===== config.mk =====
export PLATFORM = sky130hd
export DESIGN_NAME = hs_fifo_pkt_ingress
export DESIGN_NICKNAME = d
export VERILOG_FILES = /design/src/rtl/hs_ifr_misc_typedefs_pkg.sv /design/src/rtl/hs_fifo_pkt_ingress_pkg.sv /design/src/rtl/hs_fifo_pkt_ingress_oreg.sv /design/src/rtl/hs_fifo_pkt_ingress.sv
export SDC_FILE = /design/constraint.sdc
export NUM_CORES = 1
export LEC_CHECK = 0
export ABC_CLOCK_PERIOD_IN_PS = 4400
export CORE_MARGIN = 4
export CORE_UTILIZATION = 46
export CTS_CLUSTER_SIZE = 16
export DETAILED_ROUTE_END_ITERATION = 8
export PLACE_DENSITY = 0.77
export SYNTH_ARGS = -nofsm -noshare
export SYNTH_HDL_FRONTEND = slang
export SYNTH_HIERARCHICAL = 1
export SYNTH_SLANG_ARGS = --single-unit

===== constraint.sdc =====
create_clock -name clk -period 4.4 [get_ports clk]
set_input_delay 0.66 -clock clk [delete_from_list [all_inputs] [get_ports clk]]
set_output_delay 0.66 -clock clk [all_outputs]
set_load 0.005 [all_outputs]

===== src/rtl/hs_ifr_misc_typedefs_pkg.sv =====
// Miscellaneous shared typedefs for the hs_fifo IP family.
// Small enough to be pulled into any package that needs them.
package hs_ifr_misc_typedefs_pkg;

    typedef enum logic {
        FALSE = 1'b0,
        TRUE  = 1'b1
    } bool_e;

endpackage


===== src/rtl/hs_fifo_pkt_ingress_pkg.sv =====
// Types and helpers shared by the packet ingress stage,
// its output register and any bench that drives it.
package hs_fifo_pkt_ingress_pkg;

    typedef hs_ifr_misc_typedefs_pkg::bool_e bool_e;

    typedef enum logic [1:0] {
        IDLE,
        PASS,
        DISCARD
    } ingress_state_e;

    typedef enum logic [1:0] {
        DROP_NONE,
        DROP_ERR,
        DROP_OVERSIZE
    } drop_reason_e;

    // Word counter must hold 0..max_len inclusive, so it never wraps.
    function automatic int cnt_width(input int max_len);
        return $clog2(max_len + 1);
    endfunction

endpackage


===== src/rtl/hs_fifo_pkt_ingress_oreg.sv =====
// One-entry output register holding either a data word or a
// one-cycle drop token, plus the upstream-side free indication.
module hs_fifo_pkt_ingress_oreg #(
    parameter type DATA_TYPE = logic [15:0]
) (
    input  logic     clk_i,
    input  logic     rst_i,
    input  logic     load_word_i,
    input  logic     load_drop_i,
    input  DATA_TYPE data_i,
    input  logic     last_i,
    input  logic     m_ready_i,
    output logic     m_valid_o,
    output logic     m_drop_o,
    output DATA_TYPE m_data_o,
    output logic     m_last_o,
    output logic     free_o
);

    logic     valid_q, valid_d;
    logic     drop_q,  drop_d;
    DATA_TYPE data_q,  data_d;
    logic     last_q,  last_d;

    // Slot can take a new entry if empty or its word retires now;
    // a drop token blocks for its single cycle (the bubble).
    assign free_o = !(valid_q || drop_q) || (valid_q && m_ready_i);

    // Next-state: retire on handshake, drop token self-clears,
    // then a new load overrides.
    always_comb begin
        valid_d = valid_q;
        drop_d  = 1'b0;
        data_d  = data_q;
        last_d  = last_q;
        if (drop_q || (valid_q && m_ready_i)) begin
            valid_d = 1'b0;
            data_d  = '0;
            last_d  = 1'b0;
        end
        if (load_word_i) begin
            valid_d = 1'b1;
            data_d  = data_i;
            last_d  = last_i;
        end else if (load_drop_i) begin
            valid_d = 1'b0;
            drop_d  = 1'b1;
            data_d  = '0;
            last_d  = 1'b0;
        end
    end

    // Register update with synchronous reset.
    always_ff @(posedge clk_i) begin
        if (rst_i) begin
            valid_q <= 1'b0;
            drop_q  <= 1'b0;
            data_q  <= '0;
            last_q  <= 1'b0;
        end else begin
            valid_q <= valid_d;
            drop_q  <= drop_d;
            data_q  <= data_d;
            last_q  <= last_d;
        end
    end

    assign m_valid_o = valid_q;
    assign m_drop_o  = drop_q;
    assign m_data_o  = data_q;
    assign m_last_o  = last_q;

endmodule


===== src/rtl/hs_fifo_pkt_ingress.sv =====
// Packet admission stage: forwards good packets, replaces errored
// or oversize packets by a drop token, keeps saturating stats.
module hs_fifo_pkt_ingress
    import hs_fifo_pkt_ingress_pkg::*;
#(
    parameter type DATA_TYPE   = logic [15:0],
    parameter int  MAX_PKT_LEN = 64,
    parameter int  STAT_W      = 16
) (
    input  logic              clk,
    input  logic              rst,
    input  logic              s_valid,
    output logic              s_ready,
    input  DATA_TYPE          s_data,
    input  logic              s_last,
    input  logic              s_err,
    output logic              m_valid,
    input  logic              m_ready,
    output DATA_TYPE          m_data,
    output logic              m_last,
    output logic              m_drop,
    input  logic              stat_clr,
    output logic [STAT_W-1:0] pkt_ok_cnt,
    output logic [STAT_W-1:0] pkt_drop_cnt
);

    localparam int CNT_W = cnt_width(MAX_PKT_LEN);
    localparam logic [CNT_W-1:0] CNT_MAX = CNT_W'(MAX_PKT_LEN);

    if (MAX_PKT_LEN < 1) begin : g_bad_len
        $error("MAX_PKT_LEN must be at least 1");
    end

    ingress_state_e     state_q;
    logic [CNT_W-1:0]   cnt_q;
    logic               err_q;
    logic [STAT_W-1:0]  ok_q;
    logic [STAT_W-1:0]  drop_q;

    logic oreg_free;
    logic accept;
    logic in_pkt;
    logic oversize;
    logic err_last;
    logic load_word;
    logic load_drop;

    // Discarding never touches the output register, so it never stalls.
    assign s_ready   = !rst && ((state_q == DISCARD) || oreg_free);
    assign accept    = s_valid && s_ready;
    assign in_pkt    = accept && (state_q != DISCARD);
    assign oversize  = (cnt_q == CNT_MAX);
    assign err_last  = s_last && (s_err || err_q);
    assign load_drop = in_pkt && (oversize || err_last);
    assign load_word = in_pkt && !oversize && !err_last;

    hs_fifo_pkt_ingress_oreg #(
        .DATA_TYPE (DATA_TYPE)
    ) u_oreg (
        .clk_i       (clk),
        .rst_i       (rst),
        .load_word_i (load_word),
        .load_drop_i (load_drop),
        .data_i      (s_data),
        .last_i      (s_last),
        .m_ready_i   (m_ready),
        .m_valid_o   (m_valid),
        .m_drop_o    (m_drop),
        .m_data_o    (m_data),
        .m_last_o    (m_last),
        .free_o      (oreg_free)
    );

    // Packet FSM with word counter and sticky error flag.
    always_ff @(posedge clk) begin
        if (rst) begin
            state_q <= IDLE;
            cnt_q   <= '0;
            err_q   <= 1'b0;
        end else if (accept) begin
            unique case (state_q)
                DISCARD: begin
                    if (s_last) begin
                        state_q <= IDLE;
                        cnt_q   <= '0;
                        err_q   <= 1'b0;
                    end
                end
                default: begin
                    if (oversize) begin
                        state_q <= s_last ? IDLE : DISCARD;
                        cnt_q   <= '0;
                        err_q   <= 1'b0;
                    end else if (s_last) begin
                        state_q <= IDLE;
                        cnt_q   <= '0;
                        err_q   <= 1'b0;
                    end else begin
                        state_q <= PASS;
                        cnt_q   <= cnt_q + CNT_W'(1);
                        err_q   <= err_q || s_err;
                    end
                end
            endcase
        end
    end

    // Saturating statistics; clear wins over a same-cycle increment.
    always_ff @(posedge clk) begin
        if (rst || stat_clr) begin
            ok_q   <= '0;
            drop_q <= '0;
        end else begin
            if (m_valid && m_ready && m_last && (ok_q != '1)) begin
                ok_q <= ok_q + STAT_W'(1);
            end
            if (m_drop && (drop_q != '1)) begin
                drop_q <= drop_q + STAT_W'(1);
            end
        end
    end

    assign pkt_ok_cnt   = ok_q;
    assign pkt_drop_cnt = drop_q;

endmodule

After elaboration in Yosys (flattened, before gate mapping)
Cells that the tools add are included.
W data, S select, Z words.
Operators by class
  $add $sub $neg: 3
  equality and inequality tests: 6
  multiplexer cells: 21
  reduce and logical (&&, ||, !) cells: 25
Operator list (number)
  $mux W16: 3
  $add A16 B1 Y16 const B: 2
  $ne A16 B16 Y1 const B: 2
  $mux W7: 4
  $logic_and A1 B1 Y1: 11
  $mux W1: 10
  $mux W2: 4
  $add A7 B1 Y7 const B: 1
  $eq A7 B7 Y1 const B: 1
  $logic_or A1 B1 Y1: 7
  $logic_not A1 Y1: 4
  $ne A2 B2 Y1 const B: 2
  $reduce_bool A3 Y1: 1
  $eq A2 B2 Y1 const B: 1
  $reduce_and A2 Y1: 1
  $reduce_or A2 Y1: 1
Word-level totals
  bits in registers: 61
  input bits: 23
  output and inout port bits: 52
  word-level logic and storage cells: 64

Logic depth before layout (Yosys ltp)
Gate-level depths: netlist of the first run.
  depth in word-level cells: 10
  mapped depth: 10

Cells and area by module
The synthesis of the first run kept the hierarchy.
Modules (own cells, without submodules)
  hs_fifo_pkt_ingress: instances 1, cells an instance 259, area each 2159.6 sq um, sequential area each 840.8 sq um
  hs_fifo_pkt_ingress_oreg: instances 1, cells an instance 49, area each 646.9 sq um, sequential area each 380.4 sq um

Least setup slack after synthesis of the first run
OpenSTA, ideal clock, no wires.
  path kind: input -> register
  start: input m_ready
  end: register u_oreg.data_q (netlist bit u_oreg/m_data_o[0])
  library setup time: 0.061 ns
  arrival: 2.198 ns
  required time: 4.339 ns
  setup slack: 2.141 ns
  cell stages on the path: 9
  path through: inv_1 > mux2i_1 > nand2_1 > or3_1 > nor2_1 > nor2b_1 > buf_2 > buf_2 > a32o_1
Between the ends
  longest elaborated chain between the ends: 9
  elaborated cells between the ends (all ways): 13
Ends and longest elaborated chain
  from (decl): RTL line hs_fifo_pkt_ingress.sv:18  | input logic m_ready,
  $logic_and A1 B1 Y1 *: RTL line hs_fifo_pkt_ingress_oreg.sv:27  | assign free_o = !(valid_q || drop_q) || (valid_q && m_ready_i);
  $logic_or A1 B1 Y1 *: RTL line hs_fifo_pkt_ingress_oreg.sv:27
  via oreg_free: RTL line hs_fifo_pkt_ingress.sv:40  | logic oreg_free;
  $logic_or A1 B1 Y1 *: RTL line hs_fifo_pkt_ingress.sv:49  | assign s_ready = !rst && ((state_q == DISCARD) || oreg_free);
  $logic_and A1 B1 Y1 *: RTL line hs_fifo_pkt_ingress.sv:49
  $logic_and A1 B1 Y1 *: RTL line hs_fifo_pkt_ingress.sv:50  | assign accept = s_valid && s_ready;
  $logic_and A1 B1 Y1 *: RTL line hs_fifo_pkt_ingress.sv:51  | assign in_pkt = accept && (state_q != DISCARD);
  $logic_and A1 B1 Y1 * (2 in a row): RTL line hs_fifo_pkt_ingress.sv:55  | assign load_word = in_pkt && !oversize && !err_last;
  via load_word: RTL line hs_fifo_pkt_ingress.sv:45  | logic load_word;
  $reduce_bool A3 Y1 (no source line) / $mux W16 (equally long branches)
  to (signal assigned): RTL line hs_fifo_pkt_ingress_oreg.sv:63  | data_q <= data_d;
  to (decl): RTL line hs_fifo_pkt_ingress_oreg.sv:22  | DATA_TYPE data_q, data_d;
Mark *: on every way through the listed nets, which the timed path passes. The rest lies on a longest branch.
A chain may end at the register's enable or synchronous reset.

Final worst setup path of the first run
  start: input rst
  end: output s_ready
Between the ends
  longest elaborated chain between the ends: 2
Ends and longest elaborated chain
  from (decl): RTL line hs_fifo_pkt_ingress.sv:11  | input logic rst,
  $logic_not A1 Y1: RTL line hs_fifo_pkt_ingress.sv:49
  $logic_and A1 B1 Y1: RTL line hs_fifo_pkt_ingress.sv:49
  to (decl): RTL line hs_fifo_pkt_ingress.sv:13  | output logic s_ready,
Every way passes these cells.

==> metrics.md, run 1 <==
| Metric | Value |
|---|---|
| Crit-path max FO | `20` |
| Initial antenna violation count | `0` |
| Worst hold slack | `471 ps` |
| Startpoint types | `input pin` |
| First-pass GRT wire length | `11.3 mm` |
| Largest net degree at the start of global routing | `26` |
| Achievable clock frequency | `around 0.35 GHz` |
| DR vias/cell | `between 5 and 6` |
| Initial core utilization | `0.474` |
| CP arrival | `between 2000 and 2500 ps` |
| Worst hold stages | `1` |
| TritonCTS clock tree | `done` |
| Global route total overflow | `0` |
| Avg Cell Area, Syn | `~9 µm²` |
| Number of global-route vias before repair | `2485` |
| Final worst-path cycle share | `0.652` |
| Reg2reg setup slack | `between 1500 and 2000 ps` |
| Slew headroom | `0.295` |
| CP Capture Type | `output port` |
| Clock Tree Buf Depth | `2` |
| HP Class | `reg -> reg` |
| Clk sink count | `~60` |
| First DRT Iteration DRCs | `127` |
| Layout cell share with drive strength beyond 1 | `0.0543` |
| Site Rows | `28` |
| Die ar. | `between 0.007 and 0.008 mm²` |
| Final WL | `between 6 and 7 mm` |
| Skew-Pair Late Insertion Delay | `~330 ps` |
| Fin Setup TNS | `0 ps` |
| Clock Power Share | `0.382` |
| Die height | `86.1 µm` |
| Via count | `2731` |
| Met3 WL post-DR | `between 400 and 500 µm` |
| Root buf cell | `clkbuf_8` |
| Postcts setup bufs | `0` |
| RSZ-0062 raised after global routing | `false` |
| Lkg Pwr | `around 0.0012 µW` |
| Setup-failing EPs final | `0` |
| Most frequent cells in the layout | `clkdlybuf4s50_1 (74), dfxtp_1 (61), a21oi_1 (23)` |
| Power Density | `approximately 280 mW/mm²` |
| Maximum vdd drop | `around 0.17 mV` |
| Cell Int Power | `between 800 and 900 µW` |
| Port-buffer cells | `74` |
| Seq pwr share | `0.541` |
| DR WL/cell | `between 10 and 15 µm` |
| Post-synth EDFFs | `0` |
| # H-tree levels | `3` |
| Antenna Nets Post-Route | `0` |
| Highest routed layer | `met4` |
| Max cap viols | `0` |
| Synthesized instance count | `308` |
| Synth unique cells | `47` |
| R2r worst-path depth | `6` |
| Worst setup margin | `between 1500 and 2000 ps` |
| Combinational share of power | `0.077` |
| Layout Nets | `409` |
| Post-Syn Area | `~0.0028 mm²` |
| DP Cell Count | `~450` |
| Net switching power | `about 240 µW` |
| Area growth from synthesis to layout | `33.7%` |
| Wl on met1 | `roughly 3.1 mm` |
| Resize count post-CTS | `0` |
| Worst path required time | `roughly 3700 ps` |
| GRT Resource Usage Total | `0.188` |
| Post-synthesis sequential area ratio | `0.435` |
| Ys flop type | `dfxtp_1` |
| Syn_nets | `~340` |
| Clk slew on worst S/H paths | `60 ps` |
| Routability Congestion | `0.778` |
| DP Worst Slack | `around 1300 ps` |
| Least-Margin Pin Slew | `about 1000 ps` |
| DRC violations left | `0` |
| Ports | `75` |
| DR WL met2 | `2.94 mm` |
| Yosys warns | `6` |
| FF+latch count, synth | `slightly above 60` |
| Final Hold Viols | `0` |
| Die width | `86.1 µm` |
| Share of flip-flops with an asynchronous set or reset | `0` |
| Slew Viols, Final | `0` |
| Final Core Density | `0.634` |
| Final Non-Filler Cells | `around 460` |
| Net Sw Frac | `0.229` |
| Core area | `0.00592 mm²` |
| Min Clock Period, post-route | `2870 ps` |
| Ant. Diodes | `0` |
| Post-CTS Hold Buffers | `0` |
| DP Wirelength | `roughly 4.7 mm` |
| Commonest non-fill, non-tap cell in the layout | `clkdlybuf4s50_1` |
| Skew final | `~5.0 ps` |
| 1st-pass router iterations | `4` |
| CTS buffer count | `9` |
| Crit path kind | `in -> out` |
| Status | `finished, final reports clean` |
[final timing paths]
check | startpoint | to
worst max-delay path | rst | s_ready
worst min register to register | cnt_q[6] | cnt_q[6]
worst max register to register | cnt_q[2] | u_oreg/m_data_o[11]
worst min-delay path | cnt_q[6] | cnt_q[6]
[sequential cells by signal (all words and copies together) (netlist names)]
register / cells
cnt_q: 7
err_q: 1
pkt_drop_cnt: 16
pkt_ok_cnt: 16
state_q: 2
u_oreg/m_data_o: 16
u_oreg/m_drop_o: 1
u_oreg/m_last_o: 1
u_oreg/m_valid_o: 1
[worst max-delay path: stages]
cell             delay, ps
clkdlybuf4s50_1        770
nor2_1                 250
clkdlybuf4s50_1        530
[cells in the mapped netlist (2+ instances only)]
| cell | number | area (µm²) |
|---|---|---|
| a211oi_1 | 2 | 15.0 |
| a21oi_1 | 23 | 115 |
| a31oi_1 | 9 | 56.3 |
| a32o_1 | 17 | 170 |
| a41o_1 | 2 | 20.0 |
| and3_1 | 6 | 37.5 |
| and4_1 | 4 | 35.0 |
| buf_2 | 5 | 25.0 |
| clkbuf_1 | 9 | 33.8 |
| dfxtp_1 | 61 | 1220 |
| ha_1 | 4 | 50.1 |
| inv_1 | 7 | 26.3 |
| mux2i_1 | 5 | 50.1 |
| nand2_1 | 20 | 75.1 |
| nand2b_1 | 3 | 18.8 |
| nand3_1 | 20 | 100 |
| nand3b_1 | 2 | 15.0 |
| nand4_1 | 13 | 81.3 |
| nor2_1 | 12 | 45.0 |
| nor2b_1 | 2 | 12.5 |
| nor3_1 | 4 | 20.0 |
| nor4_1 | 4 | 25.0 |
| nor4_2 | 2 | 25.0 |
| o211ai_1 | 3 | 22.5 |
| o21ai_0 | 14 | 70.1 |
| o311ai_0 | 2 | 17.5 |
| o31ai_1 | 8 | 60.1 |
| o41ai_1 | 2 | 17.5 |
| or2_2 | 2 | 12.5 |
| or3_1 | 13 | 81.3 |
| or4_1 | 11 | 82.6 |
| xor2_1 | 2 | 17.5 |
[power by group through the flow]
stage / logic (µW) / registers [µW] / clock network (µW)
floorplan: 34.9 / 580 / 0
global placement: 80.3 / 580 / 0
global route: 88.7 / 569 / 439
detailed placement: 81.0 / 580 / 0
CTS: 81.6 / 568 / 414
finish: 80.8 / 568 / 402
[final cells by class]
type / count / area [µm²]
Tap cell: 75 / 93.8
Multi-Input combinational cell: 225 / 1490
Timing Repair Buffer: 78 / 771
Clock buffer: 14 / 143
Clock inverter: 2 / 10.0
Fill cell: 532 / 2170
Sequential cell: 61 / 1220
Inverter: 7 / 26.3
[routing by layer]
metal | vias up | global-route usage
met4 | 0 | 0.0978
met3 | 12 | 0.0451
met5 | - | 0
li1 | 1362 | -
met1 | 1284 | 0.236
met2 | 73 | 0.297
[metrics by stage]
step	total power (µW)	area, µm²
after floorplan	615	2810
after global placement	660	3600
after detailed placement	661	3600
after CTS	1060	3750
after global routing	1100	3750
final	1050	3750
[logic make-up after synthesis]
kind of cell               synth area share
xor gates and xnor gates            0.00936
buffers and inverters                0.0343
and+or+nand+nor                       0.258
adders and majority gates            0.0178
DFF                                   0.435
AOI/OAI and AO/OA                     0.228
muxes                                0.0178
(Power assumes the default switching activity.)
==> run 2, diff against run 1 <==
--- a/config.mk
+++ b/config.mk
@@ -5,7 +5,7 @@
 export SDC_FILE = /design/constraint.sdc
 export NUM_CORES = 1
 export LEC_CHECK = 0
-export ABC_CLOCK_PERIOD_IN_PS = 4400
+export ABC_CLOCK_PERIOD_IN_PS = 2900
 export CORE_MARGIN = 4
 export CORE_UTILIZATION = 46
 export CTS_CLUSTER_SIZE = 16
==> constraint.sdc (replaced) <==
create_clock -name clk -period 2.9 [get_ports clk]
set_input_delay 0.435 -clock clk [delete_from_list [all_inputs] [get_ports clk]]
set_output_delay 0.435 -clock clk [all_outputs]
set_load 0.005 [all_outputs]
==> metrics.md, run 2 (synthesis results as in run 1) <==
| Metric | Value |
|---|---|
| Status | `finished, final reports clean` |
| # H-tree levels | `3` |
| Most frequent cells in the layout | `clkdlybuf4s50_1 (74), dfxtp_1 (61), a21oi_1 (23)` |
| Slew Viols, Final | `0` |
| Reg2reg setup slack | `a little under 800 ps` |
| Crit path launch | `m_ready` |
| CP Capture Type | `output port` |
| GRT Resource Usage Total | `0.188` |
| Resize count post-CTS | `0` |
| Antenna Nets Post-Route | `0` |
| Skew final | `9.93 ps` |
| Reg-to-Reg End | `u_oreg/m_data_o[8]` |
| Startpoint types | `input pin` |
| Site Rows | `28` |
| Setup-failing EPs final | `0` |
| DP Wirelength | `4.90 mm` |
| Final Core Density | `0.653` |
| Initial core utilization | `0.474` |
| Worst path required time | `between 2000 and 2500 ps` |
| Max cap viols | `0` |
| Slew headroom | `0.454` |
| Worst path cell trace | `clkdlybuf4s50_1 > inv_1 > mux2i_1 > nor2_1 > nor2_1 > clkdlybuf4s50_1` |
| HP Class | `reg -> reg` |
| Final WL | `a little under 7 mm` |
| Final Hold Viols | `0` |
| Commonest non-fill, non-tap cell in the layout | `clkdlybuf4s50_1` |
| Post-CTS Hold Buffers | `0` |
| Min Clock Period, post-route | `around 2400 ps` |
| CTS buffer count | `9` |
| Root buf cell | `clkbuf_8` |
| Least-Margin Pin Slew | `between 800 and 900 ps` |
| RSZ-0062 raised after global routing | `false` |
| First-pass GRT wire length | `approximately 11 mm` |
| RR Startpoint | `cnt_q[2]` |
| Layout Nets | `416` |
| Design Power | `about 1800 µW` |
| Initial antenna violation count | `0` |
| Crit path kind | `in -> out` |
| Slowest stage delay, CP | `approximately 530 ps` |
| Clock Tree Buf Depth | `2` |
| Lkg Pwr | `around 0.0013 µW` |
| Achievable clock frequency | `0.421 GHz` |
| Power Density | `460 mW/mm²` |
| Maximum vdd drop | `0.398 mV` |
| DR WL/cell | `14.6 µm` |
| Area growth from synthesis to layout | `37.7%` |
| Postcts setup bufs | `0` |
| Crit-path max FO | `5` |
| Grt met3 use | `0.0596` |
| Die height | `around 86 µm` |
| HP Start | `cnt_q[6]` |
| TritonCTS clock tree | `done` |
| Met2 Usage GRT | `0.294` |
| Ports | `75` |
| Die ar. | `around 0.0074 mm²` |
| Global route total overflow | `0` |
| Final worst-path cycle share | `0.819` |
| First DRT Iteration DRCs | `156` |
| Clk slew on worst S/H paths | `around 70 ps` |
| Ant. Diodes | `0` |
| R2r worst-path depth | `6` |
| GR peak layer | `met2` |
| CP arrival | `1940 ps` |
| Number of global-route vias before repair | `between 2000 and 2500` |
| Fin Setup TNS | `0 ps` |
| Routability Congestion | `around 0.81` |
| Core area | `a little under 0.006 mm²` |
| Layout cell share with drive strength beyond 1 | `0.0838` |
| Clk sink count | `61` |
| Die width | `~86 µm` |
| Cell at the slowest stage of the critical path | `clkdlybuf4s50_1` |
| DR vias/cell | `5.89` |
| 1st-pass router iterations | `4` |
| Largest net degree at the start of global routing | `18` |
| Port-buffer cells | `74` |
| Top delay family on crit path | `buffers and inverters` |
| Buf/Inv on CP | `3` |
| Via count | `approximately 2800` |
| Worst hold stages | `1` |
| Met1 global-route usage | `0.239` |
| Skew-Pair Late Insertion Delay | `about 340 ps` |
| Hold endpoint | `cnt_q[6]` |
| DRC violations left | `0` |
-- run 2: changes by cell type in the layout (fill, tap and decap cells not counted) --
cell	change
buf_4	+7
clkbuf_1	-5
clkbuf_8	+2
clkinvlp_4	+2
bufinv_16	+1
clkinv_2	-1
clkinv_4	+1
-- run 2: worst max path at each step --
stage / endpoint / slack, ps / cells after the start
after floorplan: u_oreg/m_data_o[0] / 840 / 10
after global placement: u_oreg/m_data_o[3] / 350 / 9
after detailed placement: u_oreg/m_data_o[2] / 290 / 9
after CTS: s_ready / 510 / 6
after global routing: s_ready / 400 / 6
final: s_ready / 520 / 6
-- run 2: routing by layer --
layer	vias up	part of all wire
met3	15	0.065
li1	1387	-
met5	-	0
met4	0	0.018
met2	79	0.45
met1	1282	0.47
-- run 2: layout make-up --
cell class	instances	area, µm²
fillers	510	2060
multi-input cells	225	1490
flip-flops and latches	61	1220
repair buffers	85	823
clock buffers	11	151
well taps	75	93.8
clock inverters	5	58.8
inverters	7	26.3
-- run 2: through the flow --
stage                     std cells  instance area [µm²]  hold WS [ps]  setup WS, ps
after floorplan                 308                 2810           433           842
after global placement          453                 3650           450           350
after detailed placement        453                 3650           458           288
after CTS                       469                 3860           473           511
after global routing            469                 3860           494           398
final                           469                 3860           476           525
-- run 2: power by group --
| group | internal [µW] | total [µW] | leakage [µW] | switching, µW |
|---|---|---|---|---|
| sequential | 851 | 860 | 0.000493 | 9.09 |
| combinational | 71.2 | 127 | 0.000682 | 55.4 |
| clock | 443 | 790 | 0.000102 | 346 |
| total | 1370 | 1780 | 0.00128 | 411 |
==> run 3, diff against run 2 <==
--- a/config.mk
+++ b/config.mk
@@ -5,7 +5,7 @@
 export SDC_FILE = /design/constraint.sdc
 export NUM_CORES = 1
 export LEC_CHECK = 0
-export ABC_CLOCK_PERIOD_IN_PS = 2900
+export ABC_CLOCK_PERIOD_IN_PS = 2400
 export CORE_MARGIN = 4
 export CORE_UTILIZATION = 46
 export CTS_CLUSTER_SIZE = 16
==> constraint.sdc (replaced) <==
create_clock -name clk -period 2.4 [get_ports clk]
set_input_delay 0.36 -clock clk [delete_from_list [all_inputs] [get_ports clk]]
set_output_delay 0.36 -clock clk [all_outputs]
set_load 0.005 [all_outputs]
==> metrics.md, run 3 (synthesis results as in run 1) <==
| Metric | Value |
|---|---|
| Largest net degree at the start of global routing | `25` |
| Power Density | `between 500 and 600 mW/mm²` |
| Root buf cell | `clkbuf_8` |
| Skew final | `10.4 ps` |
| DP Worst Slack | `-82.3 ps` |
| Worst path required time | `2040 ps` |
| Antenna Nets Post-Route | `0` |
| Final Non-Filler Cells | `roughly 470` |
| Top delay family on crit path | `buffers and inverters` |
| Die ar. | `approximately 0.0074 mm²` |
| First-pass GRT wire length | `~12 mm` |
| HP Class | `reg -> reg` |
| Design Power | `about 2100 µW` |
| Worst path cell trace | `clkdlybuf4s50_1 > inv_1 > mux2i_1 > buf_4 > nor2_1 > nor2_1 > clkdlybuf4s50_1` |
| Skew-Pair Late Insertion Delay | `340 ps` |
| Layout Nets | `about 420` |
| DR WL/cell | `between 10 and 15 µm` |
| Worst setup margin | `~110 ps` |
| Startpoint types | `input pin` |
| Core area | `between 0.005 and 0.006 mm²` |
| Ant. Diodes | `0` |
| Least-Margin Pin Slew | `approximately 850 ps` |
| Area growth from synthesis to layout | `38.1%` |
| Commonest non-fill, non-tap cell in the layout | `clkdlybuf4s50_1` |
| Worst hold slack | `between 400 and 500 ps` |
| Initial core utilization | `0.474` |
| Final Hold Viols | `0` |
| Resize count post-CTS | `0` |
| Number of global-route vias before repair | `about 2500` |
| Clk slew on worst S/H paths | `about 60 ps` |
| CP arrival | `around 1900 ps` |
| Achievable clock frequency | `approximately 0.44 GHz` |
| Die width | `roughly 86 µm` |
| Crit-path max FO | `5` |
| # H-tree levels | `3` |
| Placed cell area | `between 0.003 and 0.004 mm²` |
| Clk sink count | `61` |
| Initial antenna violation count | `0` |
| CP Capture Type | `output port` |
| GRT Resource Usage Total | `0.193` |
| DP Cell Count | `roughly 460` |
| DRC violations left | `0` |
| Clock Tree Buf Depth | `2` |
| Site Rows | `28` |
| Most frequent cells in the layout | `clkdlybuf4s50_1 (74), dfxtp_1 (61), a21oi_1 (23)` |
| Min Clock Period, post-route | `~2300 ps` |
| CTS buffer count | `9` |
| TritonCTS clock tree | `done` |
| 1st-pass router iterations | `4` |
| DR vias/cell | `5.98` |
| Slowest stage delay, CP | `~530 ps` |
| First DRT Iteration DRCs | `between 100 and 150` |
| Layout cell share with drive strength beyond 1 | `0.0907` |
| Cell at the slowest stage of the critical path | `clkdlybuf4s50_1` |
| DP Wirelength | `4.91 mm` |
| Slew Viols, Final | `0` |
| Setup-failing EPs final | `0` |
| Die height | `between 80 and 90 µm` |
| Via count | `between 2000 and 3000` |
| Maximum vdd drop | `0.439 mV` |
| Max cap viols | `0` |
| Port-buffer cells | `74` |
| Buf/Inv on CP | `4` |
| Status | `finished, final reports clean` |
| Cell area after layout | `approximately 0.0039 mm²` |
| Ports | `75` |
| RSZ-0062 raised after global routing | `false` |
| Final WL | `slightly below 7 mm` |
| Lkg Pwr | `0.00128 µW` |
| Final worst-path cycle share | `0.953` |
| Crit path kind | `in -> out` |
| Slew headroom | `0.426` |
| Global route total overflow | `0` |
| Routability Congestion | `0.804` |
run 3: changes by cell type in the layout (fill, tap and decap cells not counted), sizes merged:
cell      before  now
clkbuf        11   10
clkinvlp       2    3
buf           11   14
run 3: what timing repair did:
item / 4_1_cts / 5_1_grt
buffers inserted: 0 / 1
hold buffers: 0 / 0
endpoints found under the setup margin: 0 / 1
run 3: routing by layer:
metal,GRT usage,share of wire,vias up,wire (µm)
met5,0,0,-,0
met4,0.0619,0.012,0,80
met2,0.310,0.47,95,3240
met1,0.241,0.44,1327,3030
li1,-,-,1390,-
met3,0.0701,0.080,12,551
run 3: area by class of cell:
cell class,instances,area (µm²)
repair buffers,88,846
inverters,7,26.3
fillers,490,2040
clock inverters,6,62.6
multi-input cells,225,1490
flip-flops and latches,61,1220
clock buffers,10,138
well taps,75,93.8
run 3: power by group:
group	internal [µW]	leakage [µW]	switching, µW	total, µW
combinational	88.3	0.000696	68.3	157
clock	503	0.0000943	410	913
sequential	1030	0.000493	11.7	1040
run 3: path summary, 6_finish.rpt:
| kind | startpoint | end | slack (ps) | cells after the start |
|---|---|---|---|---|
| max | m_ready | s_ready | 110 | 7 |
| min | cnt_q[6] | cnt_q[6] | 480 | 1 |
| max reg2reg | cnt_q[2] | u_oreg/m_data_o[14] | 240 | 6 |
| min reg2reg | cnt_q[6] | cnt_q[6] | 480 | 1 |
run 3: through the flow:
step / TNS (ps) / util
detailed placement: -1260 / 0.620
CTS: 0 / 0.653
finish: 0 / 0.655
floorplan: 0 / -
global placement: 0 / 0.620
global route: 0 / 0.655
